## config.mk

```make
export PLATFORM = sky130hd
export DESIGN_NAME = axi_simple_master
export DESIGN_NICKNAME = d
export VERILOG_FILES = /design/src/rtl/axi_simple_master.sv
export SDC_FILE = /design/constraint.sdc
export NUM_CORES = 1
export LEC_CHECK = 0
export ABC_CLOCK_PERIOD_IN_PS = 2000
export CAP_MARGIN = 20
export CORE_MARGIN = 2
export CORE_UTILIZATION = 32
export DETAILED_ROUTE_END_ITERATION = 12
export GPL_TIMING_DRIVEN = 1
export HOLD_SLACK_MARGIN = 0.02
export PLACE_DENSITY = 0.73
export SLEW_MARGIN = 15
export SYNTH_ARGS = -nofsm -noshare
export SYNTH_HDL_FRONTEND = slang
export SYNTH_SLANG_ARGS = --single-unit
```

## constraint.sdc

```tcl
create_clock -name clk -period 2 [get_ports clk]
set_clock_uncertainty 0.05 [all_clocks]
set_input_delay 0.4 -clock clk [delete_from_list [all_inputs] [get_ports clk]]
set_output_delay 0.4 -clock clk [all_outputs]
set_load 0.005 [all_outputs]
```

## src/rtl/axi_simple_master.sv

```systemverilog
// AXI4 initiator: one core request at a time -> INCR read burst or single-beat write.
// Optional watchdog with sticky timeout flag when AXI_MASTER_TIMEOUT_EN is defined.
module axi_simple_master #(
    parameter logic [3:0] AXI_ID  = 4'd0,
    parameter int         TIMEOUT = 1024
) (
    input  logic        clk,
    input  logic        resetn,
    input  logic        req_valid,
    output logic        req_ready,
    input  logic        req_wr,
    input  logic [31:0] req_addr,
    input  logic [7:0]  req_len,
    input  logic [2:0]  req_size,
    input  logic [31:0] req_wdata,
    input  logic [3:0]  req_wstrb,
    output logic        resp_valid,
    input  logic        resp_ready,
    output logic [31:0] resp_rdata,
    output logic        resp_last,
    output logic        resp_wr,
    output logic        resp_err,
`ifdef AXI_MASTER_TIMEOUT_EN
    output logic        timeout,
`endif
    output logic [3:0]  m_axi_awid,
    output logic [31:0] m_axi_awaddr,
    output logic [7:0]  m_axi_awlen,
    output logic [2:0]  m_axi_awsize,
    output logic [1:0]  m_axi_awburst,
    output logic        m_axi_awvalid,
    input  logic        m_axi_awready,
    output logic [31:0] m_axi_wdata,
    output logic [3:0]  m_axi_wstrb,
    output logic        m_axi_wlast,
    output logic        m_axi_wvalid,
    input  logic        m_axi_wready,
    input  logic [3:0]  m_axi_bid,
    input  logic [1:0]  m_axi_bresp,
    input  logic        m_axi_bvalid,
    output logic        m_axi_bready,
    output logic [3:0]  m_axi_arid,
    output logic [31:0] m_axi_araddr,
    output logic [7:0]  m_axi_arlen,
    output logic [2:0]  m_axi_arsize,
    output logic [1:0]  m_axi_arburst,
    output logic        m_axi_arvalid,
    input  logic        m_axi_arready,
    input  logic [3:0]  m_axi_rid,
    input  logic [31:0] m_axi_rdata,
    input  logic [1:0]  m_axi_rresp,
    input  logic        m_axi_rlast,
    input  logic        m_axi_rvalid,
    output logic        m_axi_rready
);

    typedef enum logic [2:0] {IDLE, AR, R, AW_W, B, WRSP} state_t;

    state_t      state, state_nxt;
    logic [31:0] addr_q;
    logic [7:0]  len_q;
    logic [2:0]  size_q;
    logic [31:0] wdata_q;
    logic [3:0]  wstrb_q;
    logic        aw_done, w_done;
    logic [1:0]  bresp_q;
    logic [7:0]  cnt;
    logic        rst_done;
    logic        aw_fin, w_fin;

    // IDs are not checked: only one transaction is ever in flight.
    logic [7:0] unused_ids;
    assign unused_ids = {m_axi_bid, m_axi_rid};

    assign aw_fin = aw_done | m_axi_awready;
    assign w_fin  = w_done  | m_axi_wready;

    always_ff @(posedge clk or negedge resetn) begin
        if (!resetn) state <= IDLE;
        else         state <= state_nxt;
    end

    always_comb begin
        state_nxt = state;
        case (state)
            IDLE:    if (req_valid && req_ready) state_nxt = req_wr ? AW_W : AR;
            AR:      if (m_axi_arready) state_nxt = R;
            R:       if (m_axi_rvalid && m_axi_rready && m_axi_rlast) state_nxt = IDLE;
            AW_W:    if (aw_fin && w_fin) state_nxt = B;
            B:       if (m_axi_bvalid) state_nxt = WRSP;
            WRSP:    if (resp_ready) state_nxt = IDLE;
            default: state_nxt = IDLE;
        endcase
    end

    always_ff @(posedge clk or negedge resetn) begin
        if (!resetn) begin
            addr_q   <= '0;
            len_q    <= '0;
            size_q   <= '0;
            wdata_q  <= '0;
            wstrb_q  <= '0;
            aw_done  <= 1'b0;
            w_done   <= 1'b0;
            bresp_q  <= '0;
            cnt      <= '0;
            rst_done <= 1'b0;
        end else begin
            rst_done <= 1'b1;
            if (state == IDLE && req_valid && req_ready) begin
                addr_q  <= req_addr;
                len_q   <= req_wr ? 8'd0 : req_len;
                size_q  <= req_size;
                wdata_q <= req_wdata;
                wstrb_q <= req_wstrb;
                aw_done <= 1'b0;
                w_done  <= 1'b0;
                cnt     <= '0;
            end
            if (m_axi_awvalid && m_axi_awready) aw_done <= 1'b1;
            if (m_axi_wvalid && m_axi_wready)   w_done  <= 1'b1;
            if (m_axi_rvalid && m_axi_rready)   cnt     <= cnt + 8'd1;
            if (state == B && m_axi_bvalid)     bresp_q <= m_axi_bresp;
        end
    end

    always_comb begin
        req_ready     = (state == IDLE) && rst_done;
        m_axi_arid    = AXI_ID;
        m_axi_araddr  = addr_q;
        m_axi_arlen   = len_q;
        m_axi_arsize  = size_q;
        m_axi_arburst = 2'b01;
        m_axi_arvalid = (state == AR);
        m_axi_awid    = AXI_ID;
        m_axi_awaddr  = addr_q;
        m_axi_awlen   = 8'd0;
        m_axi_awsize  = size_q;
        m_axi_awburst = 2'b01;
        m_axi_awvalid = (state == AW_W) && !aw_done;
        m_axi_wdata   = wdata_q;
        m_axi_wstrb   = wstrb_q;
        m_axi_wlast   = 1'b1;
        m_axi_wvalid  = (state == AW_W) && !w_done;
        m_axi_bready  = (state == B);
        m_axi_rready  = 1'b0;
        resp_valid    = 1'b0;
        resp_rdata    = '0;
        resp_last     = 1'b0;
        resp_wr       = 1'b0;
        resp_err      = 1'b0;
        if (state == R) begin
            // Zero-latency pass-through: the core's ready backpressures the slave directly.
            m_axi_rready = resp_ready;
            resp_valid   = m_axi_rvalid;
            resp_rdata   = m_axi_rdata;
            resp_last    = m_axi_rlast;
            resp_err     = (m_axi_rresp != 2'b00) || (m_axi_rlast != (cnt == len_q));
        end else if (state == WRSP) begin
            resp_valid = 1'b1;
            resp_wr    = 1'b1;
            resp_last  = 1'b1;
            resp_err   = (bresp_q != 2'b00);
        end
    end

`ifdef AXI_MASTER_TIMEOUT_EN
    localparam logic [15:0] WD_LIM = 16'(TIMEOUT - 1);
    logic [15:0] wd_cnt;

    always_ff @(posedge clk or negedge resetn) begin
        if (!resetn) begin
            wd_cnt  <= '0;
            timeout <= 1'b0;
        end else if (state_nxt != state) begin
            wd_cnt <= '0;
        end else if (state != IDLE && wd_cnt != 16'hFFFF) begin
            wd_cnt <= wd_cnt + 16'd1;
            if (wd_cnt == WD_LIM) timeout <= 1'b1;
        end
    end
`else
    logic [15:0] unused_timeout;
    assign unused_timeout = 16'(TIMEOUT);
`endif

endmodule
```

==> metrics.yaml, run 1 <==
layout:
  fill_cells: 1072
  area_delta_synth_final_pct: 89.7
  drive_above_1_share_pct: 38.2
  nets: 834
  multi_input_area_mm2: 0.00199
  num_antenna_cells: 0
  regArea_mm2: 0.00238
  fin_cells: 884
worst_setup_path:
  r2r_setup_slack_ns: -0.16
  crit_chain: "or3b_4, or4_4, nand3_2, buf_6"
  r2r-start: "state[2]$_DFFE_PN0P_"
  r2r_end: "m_axi_wstrb[0]$_DFFE_PN0P_"
  rr_worst_depth: 8
  cp_data_arrival_time_ns: 1.85
  max_stage_delay_ns: 0.51
  required_ns: 1.55
  path_depth: 4
  cp-start-kind: "register"
  cp-end-kind: "output port"
  path_buf_inv: 1
  path_max_fanout: 2
  crit_type: "reg -> out"
  critPathTopFamily: "simple AND/OR/NAND/NOR gates"
  crit_slowest_cell: "or4_4"
timing:
  setup_tns_ns: -12.45
  worst_slew_pin_slew_ns: 0.770
  setup_violations: 112
  hold_viol_final: 0
  min_period_ns: 2.30
  rsz0062_at_grt: "true"
  slew_violations: 0
  timing.final.crit_share_pct: 115
  slew_headroom_pct: 48.5
  max_freq_mhz: 436
  layout_setup_ws_ns: -0.296
run:
  drv_cap: 0
global_routing:
  grt_pass1_wl_um: 21400
  antenna_found_initial: 0
  grt_max_degree: 48
  grt_overflow_total: 0
  grt_pass1_vias: 4255
  grtUsageTotal_pct: 18.3
placed_design:
  gp_congestion: 0.838
  dpl.cell_count: 822
  dp_hpwl_um: 10600
  io_buffers: 281
clocking:
  clock_sinks: 95
  root_buffer: "clkbuf_16"
  clk_latency_ns: 0.34
  cts_buffer_depth: 2
  cts_buffers: 9
  clk_pin_slew_ns: 0.07
  cts_tree: "built"
  htreeDepth: 3
routing:
  wl_um: 15500
  drt_iter0_markers: 88
  drc: 0
  via_per_inst: 4.54
  drt_first_pass_iters: 4
  ant_nets: 0
  vias: 4009
  post_drt_wl_per_cell_um: 17.5
min_path:
  holdCritStartpoint: "m_axi_wdata[30]$_DFFE_PN0P_"
  min_to: "m_axi_wdata[30]$_DFFE_PN0P_"
  hold_depth: 1
  hp-class: "reg -> reg"
power_and_ir_drop:
  ir_worst_vdd_uv: 663
  leakage_nw: 3.84
  power_density_mw_per_mm2: 1470
die:
  core_mm2: 0.0139
  io_pins: 311
  die_x_um: 123
  dieArea_mm2: 0.0152
  start_util_pct: 32.9
  rows: 43
  die_y_um: 123
logic_synthesis:
  ys_async_sr_fraction_pct: 100
  synth_cell_types: 39
  syn_avg_cell_area_um2: 12.1
  ys_ff_latch: 95
  synth_cells: 377
  synth-edff-count: 0
  yosys_warnings: 0
  synth_area_mm2: 0.00456
  seq_area_frac_synth_pct: 52.1
  synth_ff_type: "dfrtp_1"
outcome:
  status: "finished with violations"
  violations: "setup timing"
==> sequential cells by signal, indices dropped and copies added, names as in the netlist <==
register / flops
m_axi_araddr: 32
rst_done: 1
w_done: 1
cnt: 8
bresp_q: 2
m_axi_wdata: 32
m_axi_arlen: 8
m_axi_arsize: 3
m_axi_wstrb: 4
state: 3
aw_done: 1
==> worst reg2reg max path: cells and delay by family (launching register included) <==
kind,cells,cell delay [ns]
flops,1,0.41
simple gates,2,0.49
buf+inv,5,0.83
mux,1,0.28
==> what timing repair did <==
action                     in CTS  in global routing
hold buffers                    1                  0
setup buffers                  22                 11
gates cloned                    3                 15
pin swaps                      25                 21
gates resized for setup       241                 63
setup endpoints to repair      42                111
hold endpoints to repair       26                  0
==> how the worst max path moves through the flow <==
stage | from | endpoint | slack, ns
after floorplan | state[0]$_DFFE_PN0P_ | resp_err | 0.01
after global placement | m_axi_rlast | resp_err | -0.45
after detailed placement | m_axi_rlast | resp_err | -0.43
after CTS | state[2]$_DFFE_PN0P_ | resp_err | -0.32
after global routing | state[1]$_DFFE_PN0P_ | resp_err | -0.34
final | state[2]$_DFFE_PN0P_ | resp_err | -0.30
==> placed cells by master (no fill, tap or decap), types with 2 or more instances in the layout <==
cell and instances:
buf_16 4, a22o_1 3, nand2_1 12, clkinv_2 2
buf_2 8, buf_12 3, mux2i_1 2, a21o_1 2
inv_6 2, conb_1 22, mux2_2 74, nor2_1 5
nor2_2 2, clkinvlp_4 2, buf_4 34, o21ai_0 8
nand2_2 4, nand4_1 2, a21oi_1 6, and2_1 3
o21ai_2 3, o21ai_1 2, nand2b_1 9, buf_6 61
nand3_1 3, clkbuf_16 16, xnor2_1 7, and2_4 33
clkdlybuf4s50_1 238, dfrtp_1 94, nor3_1 3, nand2_8 3
xnor2_2 2, buf_8 4
==> layer usage <==
metal / routed length (µm) / track usage [%]
met3: 1340 / 5.95
met4: 246 / 8.10
met5: 0 / 0
met1: 5630 / 19.2
met2: 8280 / 33.2
==> synthesized netlist by cell type (3+ instances only) <==
master     n  share of area [%]
a21oi_1    6               0.66
clkbuf_1   7               0.58
nand2b_1   9                1.2
buf_4     56                9.2
xnor2_1    9                1.7
dfrtp_1   95                 52
o21ai_0   13                1.4
nor3_1     3               0.33
nand3_1    4               0.44
mux2_2    74                 18
a22o_1     3               0.58
nor2_1     8               0.66
nand2_1   17                1.4
and2_1    36                4.9
buf_2      7               0.77
==> cell families (layout without fill, tap and decap cells) <==
group / after synthesis / after routing / synth area share, %
other cells: 2 / 22 / 0.165
mux: 76 / 76 / 18.7
flops: 95 / 95 / 52.1
compound gates: 32 / 32 / 4.50
buf+inv: 72 / 377 / 10.9
fa+ha+maj: 1 / 1 / 0.274
simple gates: 90 / 92 / 11.7
xor+xnor: 9 / 9 / 1.73
==> power breakdown <==
group,internal [mW],switching [mW]
Sequential,2.86,0.633
Clock,0.882,0.754
Combinational,5.18,2.43
Total,8.92,3.82
==> area by class of cell <==
class | instances | area share [%]
clock inverter | 6 | 0.491
sequential | 95 | 27.5
multi-input combinational | 232 | 23.0
timing repair buffer | 360 | 43.6
inverter | 1 | 0.0433
tap | 180 | 2.60
clock buffer | 10 | 2.76
==> through the flow <==
| stage | setup slack, ns | total power [mW] | hold WS, ns | util, % | area [µm²] |
|---|---|---|---|---|---|
| 2_1_floorplan | 0.0128 | 5.92 | 0.0544 | - | 4640 |
| 5_1_grt | -0.336 | 13.5 | 0.475 | 62.4 | 8660 |
| 3_3_place_gp | -0.447 | 9.37 | 0.302 | 54.0 | 7500 |
| 3_5_place_dp | -0.433 | 9.51 | 0.309 | 54.0 | 7500 |
| 4_1_cts | -0.321 | 12.1 | 0.457 | 58.6 | 8140 |
| 6_report | -0.296 | 12.7 | 0.456 | 62.4 | 8660 |
Power figures use the tool's default switching activity.
==> inputs of run 2 (changes only) <==
--- a/config.mk
+++ b/config.mk
@@ -5,10 +5,11 @@
 export SDC_FILE = /design/constraint.sdc
 export NUM_CORES = 1
 export LEC_CHECK = 0
+export ABC_AREA = 1
 export ABC_CLOCK_PERIOD_IN_PS = 2000
 export CAP_MARGIN = 20
 export CORE_MARGIN = 2
-export CORE_UTILIZATION = 32
+export CORE_UTILIZATION = 33
 export DETAILED_ROUTE_END_ITERATION = 12
 export GPL_TIMING_DRIVEN = 1
 export HOLD_SLACK_MARGIN = 0.02
==> run 2 against run 1 <==
Compared with the run above: the run still ends with setup timing left; worst setup slack better by 0.27 ns; non-clock buffer count is 36 lower; sequential power is 3% lower; power is 20% lower; clock power is 2% lower; design area is 8.9% lower; routed wire length is 9.1% lower; critical path depth is 5 higher; die area is 0.90% higher; sequential share of layout area is 2.7 points higher; critical endpoint unchanged.
==> metrics.yaml, run 2 <==
outcome:
  status: "finished with violations"
  violations: "setup timing"
power_and_ir_drop:
  p_clk_share_pct: 15.7  # +2.9 points
  p_seq_share_pct: 33.1  # +5.7 points
  ir_worst_vdd_uv: 539  # -19%
  power_mw: 10.2  # -20%
  power.share.combinational_pct: 51.2  # -8.6 points
  netSwitchingFraction_pct: 33.5  # +3.5 points
  intPower_mw: 6.80  # -24%
  p_sw_mw: 3.42  # -11%
  power_density_mw_per_mm2: 1300  # -12%
  leakage_nw: 4.07  # +5.9%
logic_synthesis:
  synth_top_area_share_pct: 50.0  # -2.0 points
  synth-edff-count: 0  # unchanged
  synth_most_common_cell: "nand2_1"
  synth_area_mm2: 0.00475  # +4.1%
  yosys_warnings: 0  # unchanged
  synth_cells: 607  # +61%
  synth_ff_type: "dfrtp_1"
  synth_area_leaders: "dfrtp_1 50%, nand2_1 21%, buf_4 9.2%"
  ys_async_sr_fraction_pct: 100  # unchanged
  synth_cell_types: 30  # -23%
  seq_area_frac_synth_pct: 50.0  # -2.0 points
  syn_avg_cell_area_um2: 7.83  # -35%
  synth_area_leader_cell: "dfrtp_1"
  synth_commonest_cells: "268 x nand2_1, 95 x dfrtp_1, 58 x buf_4"
  ys_ff_latch: 95  # unchanged
worst_setup_path:
  path_max_fanout: 2  # unchanged
  r2r-start: "state[0]$_DFFE_PN0P_"
  crit_type: "reg -> out"
  r2r_setup_slack_ns: 0.20  # +0.36 ns
  crit_end: "resp_err"
  cp-start-kind: "register"
  r2r_end: "aw_done$_DFFE_PN0P_"
  cp_data_arrival_time_ns: 1.58  # -0.27 ns
  required_ns: 1.55  # about the same
  cp-end-kind: "output port"
  rr_worst_depth: 9  # +1
  crit_start: "cnt[2]$_DFFE_PN0P_"
global_routing:
  grt_pass1_vias: 4108  # -3.5%
  grt_overflow_total: 0  # unchanged
  grtUsageTotal_pct: 17.4  # -0.91 points
  grt_pass1_wl_um: 20600  # -3.9%
  grt_max_degree: 45  # -6.3%
  antenna_found_initial: 0  # unchanged
layout:
  stdcell_area_mm2: 0.00789  # -8.9%
  nets: 1021  # +22%
  fin_cells: 1070  # +21%
  mostFrequentLayoutCells: "266 x nand2_1, 238 x clkdlybuf4s50_1, 94 x dfrtp_1"
  final_common_cell: "nand2_1"
  post-route-util_pct: 56.4  # -6.0 points
  area_delta_synth_final_pct: 66.0
  drive_above_1_share_pct: 12.6  # -26 points
  num_antenna_cells: 0  # unchanged
routing:
  post_drt_wl_per_cell_um: 13.2  # -25%
  drt_first_pass_iters: 4  # unchanged
  via_per_inst: 4.23  # -6.7%
  ant_nets: 0  # unchanged
  drc: 0  # unchanged
  wl_um: 14100  # -9.1%
  drt_iter0_markers: 147  # +67%
  vias: 4526  # +13%
run:
  drv_cap: 0  # unchanged
timing:
  setup_violations: 1  # -99%
  holdWs_ns: 0.428  # -0.0275 ns
  rsz0062_at_grt: "true"
  layout_setup_ws_ns: -0.0304  # +0.266 ns
  hold_viol_final: 0  # unchanged
  timing.final.crit_share_pct: 102  # -13 points
  setup_tns_ns: -0.0304  # +12.42 ns
  max_freq_mhz: 493  # +13%
  slew_violations: 0  # unchanged
  min_period_ns: 2.03  # -0.266 ns
clocking:
  cts_buffers: 9  # unchanged
  cts_buffer_depth: 2  # unchanged
  clock_sinks: 95  # unchanged
  clk_latency_ns: 0.33  # about the same
  htreeDepth: 3  # unchanged
  cts_tree: "built"
  root_buffer: "clkbuf_16"
  clk_pin_slew_ns: 0.07  # about the same
min_path:
  hp-class: "reg -> reg"
die:
  start_util_pct: 34.0  # +1.1 points
  die_x_um: 124  # +0.45%
  die_y_um: 124  # +0.45%
  io_pins: 311  # unchanged
  core_mm2: 0.0140  # +0.78%
  dieArea_mm2: 0.0154  # +0.90%
  rows: 43  # unchanged
placed_design:
  dpl.cell_count: 1043  # +27%
  dp_hpwl_um: 10700  # +0.56%
  dp_slack_ns: -0.131  # +0.302 ns
  placed_cell_area_mm2: 0.00756  # +0.87%
  io_buffers: 281  # unchanged
  gp_congestion: 0.848  # +1.2%
==> run 2: repair_timing <==
action / in CTS / in global routing
setup endpoints to repair: 42 / 16
hold buffers: 1 / 0
hold endpoints to repair: 30 / 0
resized for setup: 61 / 53
setup buffers: 8 / 4
pin swaps: 3 / 10
==> run 2: worst min-delay path by stage <==
stage	from	end	cells past startpoint
2_1_floorplan	resetn	aw_done$_DFFE_PN0P_	0
3_3_place_gp	resetn	m_axi_wdata[8]$_DFFE_PN0P_	1
3_5_place_dp	resetn	m_axi_wdata[7]$_DFFE_PN0P_	1
4_1_cts	m_axi_wdata[8]$_DFFE_PN0P_	m_axi_wdata[8]$_DFFE_PN0P_	2
5_1_grt	m_axi_wstrb[0]$_DFFE_PN0P_	m_axi_wstrb[0]$_DFFE_PN0P_	2
6_report	m_axi_wstrb[1]$_DFFE_PN0P_	m_axi_wstrb[1]$_DFFE_PN0P_	2
==> run 2: final cells by class <==
cell class	count	area [µm²]
fillers	1298	6100
repair buffers	324	3070
flip-flops and latches	95	2380
multi-input cells	395	1710
clock buffers	10	239
inverters	61	229
well taps	180	225
clock inverters	5	33.8
==> run 2: cells by family (layout without fill, tap and decap cells) <==
group | after synthesis | after routing | synth area share, %
and+or+nand+nor | 339 | 339 | 28.3
xor gates and xnor gates | 6 | 6 | 1.11
adders and majority gates | 1 | 1 | 0.263
DFF | 95 | 95 | 50.0
other | 2 | 22 | 0.158
muxes | 2 | 2 | 0.474
buffers and inverters | 137 | 400 | 16.8
AOI/OAI and AO/OA | 25 | 25 | 2.82
==> run 2: metal layers <==
layer / vias up / track usage (%) / share of wire (%)
met5: - / 0 / 0
met4: 0 / 6.74 / 2.0
met3: 21 / 4.35 / 6.6
met2: 148 / 28.7 / 50
met1: 2063 / 22.0 / 41
li1: 2294 / - / -
==> run 2: power by group through the flow <==
stage	Sequential [mW]	Clock [mW]	Combinational, mW
2_1_floorplan	3.40	0	2.15
3_3_place_gp	3.36	0	5.09
3_5_place_dp	3.37	0	5.18
4_1_cts	3.38	1.66	5.20
5_1_grt	3.50	1.72	5.82
6_report	3.38	1.60	5.24
==> run 2: worst max-delay path, cell delays in order, from the launching register on <==
cell	delay (ns)
dfrtp_1	0.40
xnor2_1	0.14
nand2_1	0.11
nor2_2	0.15
nand2_1	0.07
nand2_1	0.07
nand3_1	0.08
nand2_1	0.06
nand2_1	0.04
buf_2	0.12
==> inputs of run 3 (changes only) <==
==> constraint.sdc (replaced) <==
create_clock -name clk -period 2 [get_ports clk]
set_clock_uncertainty 0.05 [all_clocks]
set_input_delay 0.2 -clock clk [delete_from_list [all_inputs] [get_ports clk]]
set_output_delay 0.2 -clock clk [all_outputs]
set_load 0.005 [all_outputs]
==> run 3 against run 2 <==
Compared with the run above: the flow now finishes without violations; design area shrank 0.48%; routed wire length shrank 3.7%; non-clock buffer count shrank 24; flip-flop and latch count is the same; die area is the same; maximum frequency grew 6.0%.
==> metrics.yaml, run 3 (synthesis results as in run 2) <==
layout:
  nets: 997  # -2.4%
  num_antenna_cells: 0  # unchanged
  drive_above_1_share_pct: 7.50  # -5.1 points
  final_common_cell: "nand2_1"
  area_delta_synth_final_pct: 65.2
  mostFrequentLayoutCells: "267 x nand2_1, 245 x clkdlybuf4s50_1, 92 x dfrtp_1"
global_routing:
  grt_pass1_wl_um: 20600  # about the same
  grtUsageTotal_pct: 17.1  # -0.29 points
  antenna_found_initial: 0  # unchanged
  grt_max_degree: 57  # +27%
  grt_overflow_total: 0  # unchanged
  grt_pass1_vias: 4121  # +0.32%
worst_setup_path:
  cp-end-kind: "output port"
  max_stage_delay_ns: 0.53  # +0.13 ns
  cp-start-kind: "register"
  r2r-start: "state[1]$_DFFE_PN0P_"
  cp_data_arrival_time_ns: 1.66  # +0.08 ns
  path_max_fanout: 5  # +3
  crit_type: "reg -> out"
  crit_start: "state[2]$_DFFE_PN0P_"
  required_ns: 1.75  # +0.20 ns
  crit_chain: "inv_2, nand3_2, nor2_1, clkdlybuf4s50_1"
  crit_slowest_cell: "clkdlybuf4s50_1"
die:
  core_mm2: 0.0140  # unchanged
  rows: 43  # unchanged
  die_x_um: 124  # unchanged
  die_y_um: 124  # unchanged
  io_pins: 311  # unchanged
  dieArea_mm2: 0.0154  # unchanged
  start_util_pct: 34.0  # unchanged
placed_design:
  gp_congestion: 0.791  # -6.8%
  dp_hpwl_um: 10300  # -3.3%
  dp_slack_ns: 0.189  # +0.320 ns
  io_buffers: 281  # unchanged
timing:
  layout_setup_ws_ns: 0.0854  # +0.116 ns
  slew_violations: 0  # unchanged
  hold_viol_final: 0  # unchanged
  timing.final.crit_share_pct: 95.7  # -5.8 points
  max_freq_mhz: 522  # +6.0%
  holdWs_ns: 0.320  # -0.108 ns
  setup_violations: 0  # -1
  rsz0062_at_grt: "true"
  min_period_ns: 1.91  # -0.116 ns
routing:
  ant_nets: 0  # unchanged
  top_layer: "met4"
  drt_first_pass_iters: 4  # unchanged
  via_per_inst: 4.23  # +0.12%
  drc: 0  # unchanged
  vias: 4434  # -2.0%
  wl_met1_um: 5570  # -4.8%
  post_drt_wl_per_cell_um: 13.0  # -1.5%
  drt_iter0_markers: 157  # +6.8%
  wl_um: 13600  # -3.7%
  routed-wl-met3_um: 1020  # +8.9%
  dr_wl_met2_um: 6800  # -3.2%
power_and_ir_drop:
  p_clk_share_pct: 19.4  # +3.7 points
  p_sw_mw: 3.31  # -3.1%
  power.share.combinational_pct: 47.9  # -3.3 points
  leakage_nw: 4.01  # -1.6%
  intPower_mw: 7.06  # +3.9%
  power_density_mw_per_mm2: 1320  # +2.0%
  power_mw: 10.4  # +1.6%
  netSwitchingFraction_pct: 31.9  # -1.5 points
  p_seq_share_pct: 32.7  # -0.4 points
  ir_worst_vdd_uv: 602  # +12%
clocking:
  clock_sinks: 95  # unchanged
  htreeDepth: 3  # unchanged
  cts_buffers: 9  # unchanged
  root_buffer: "clkbuf_16"
  clk_latency_ns: 0.33  # about the same
  cts_tree: "built"
  cts_buffer_depth: 2  # unchanged
  clk_pin_slew_ns: 0.07  # about the same
run:
  drv_cap: 0  # unchanged
outcome:
  status: "finished, final reports clean"
min_path:
  hp-class: "in -> async"
run 3: power groups by stage:
stage,Sequential [mW],Clock (mW),Combinational (mW)
floorplan,3.40,0,2.15
global placement,3.39,0,4.94
detailed placement,3.41,0,5.03
CTS,3.39,2.09,4.96
global route,3.51,2.17,5.52
finish,3.39,2.02,4.97
run 3: final cells by class:
class                           instances  area (µm²)
Clock buffer                           11         253
Clock inverter                          5         104
Fill cell                            1299        6140
Inverter                               61         229
Multi-Input combinational cell        395        1680
Sequential cell                        95        2380
Tap cell                              180         225
Timing Repair Buffer                  300        2980
run 3: final timing paths:
check | to | slack [ns] | cells after the start
worst max-delay path | m_axi_wvalid | 0.09 | 4
worst min-delay path | m_axi_wdata[7]$_DFFE_PN0P_ | 0.32 | 2
worst max register to register | m_axi_araddr[8]$_DFFE_PN0P_ | 0.30 | 9
worst min register to register | m_axi_wdata[24]$_DFFE_PN0P_ | 0.43 | 2
max in group asynchronous | m_axi_araddr[13]$_DFFE_PN0P_ | 1.03 | 3
min in group clk | m_axi_wdata[25]$_DFFE_PN0P_ | 0.34 | 3
run 3: what timing repair did:
item,4_1_cts,5_1_grt
resized for setup,36,17
endpoints found under the setup margin,39,7
hold endpoints to repair,33,0
setup buffers,3,5
hold buffers,1,0
pin swaps,0,5
run 3: layer usage:
| metal | up-vias | global-route usage [%] |
|---|---|---|
| met5 | - | 0 |
| met4 | 0 | 5.62 |
| met1 | 2023 | 22.0 |
| met3 | 12 | 3.89 |
| met2 | 150 | 28.5 |
| li1 | 2249 | - |
run 3: worst max-delay path, delay by kind of cell, from the launching register on:
| family | cells | cell delay, ns |
|---|---|---|
| buffers and inverters | 2 | 0.66 |
| DFF | 1 | 0.40 |
| and+or+nand+nor | 2 | 0.27 |
run 3: through the flow:
step / std cells / util, % / setup TNS, ns / instance area [µm²]
after floorplan: 627 / - / 0 / 4830
after global placement: 1022 / 53.1 / 0 / 7430
after detailed placement: 1022 / 53.1 / 0 / 7430
after CTS: 1042 / 55.6 / 0 / 7770
after global routing: 1047 / 56.1 / -0.0389 / 7850
final: 1047 / 56.1 / 0 / 7850
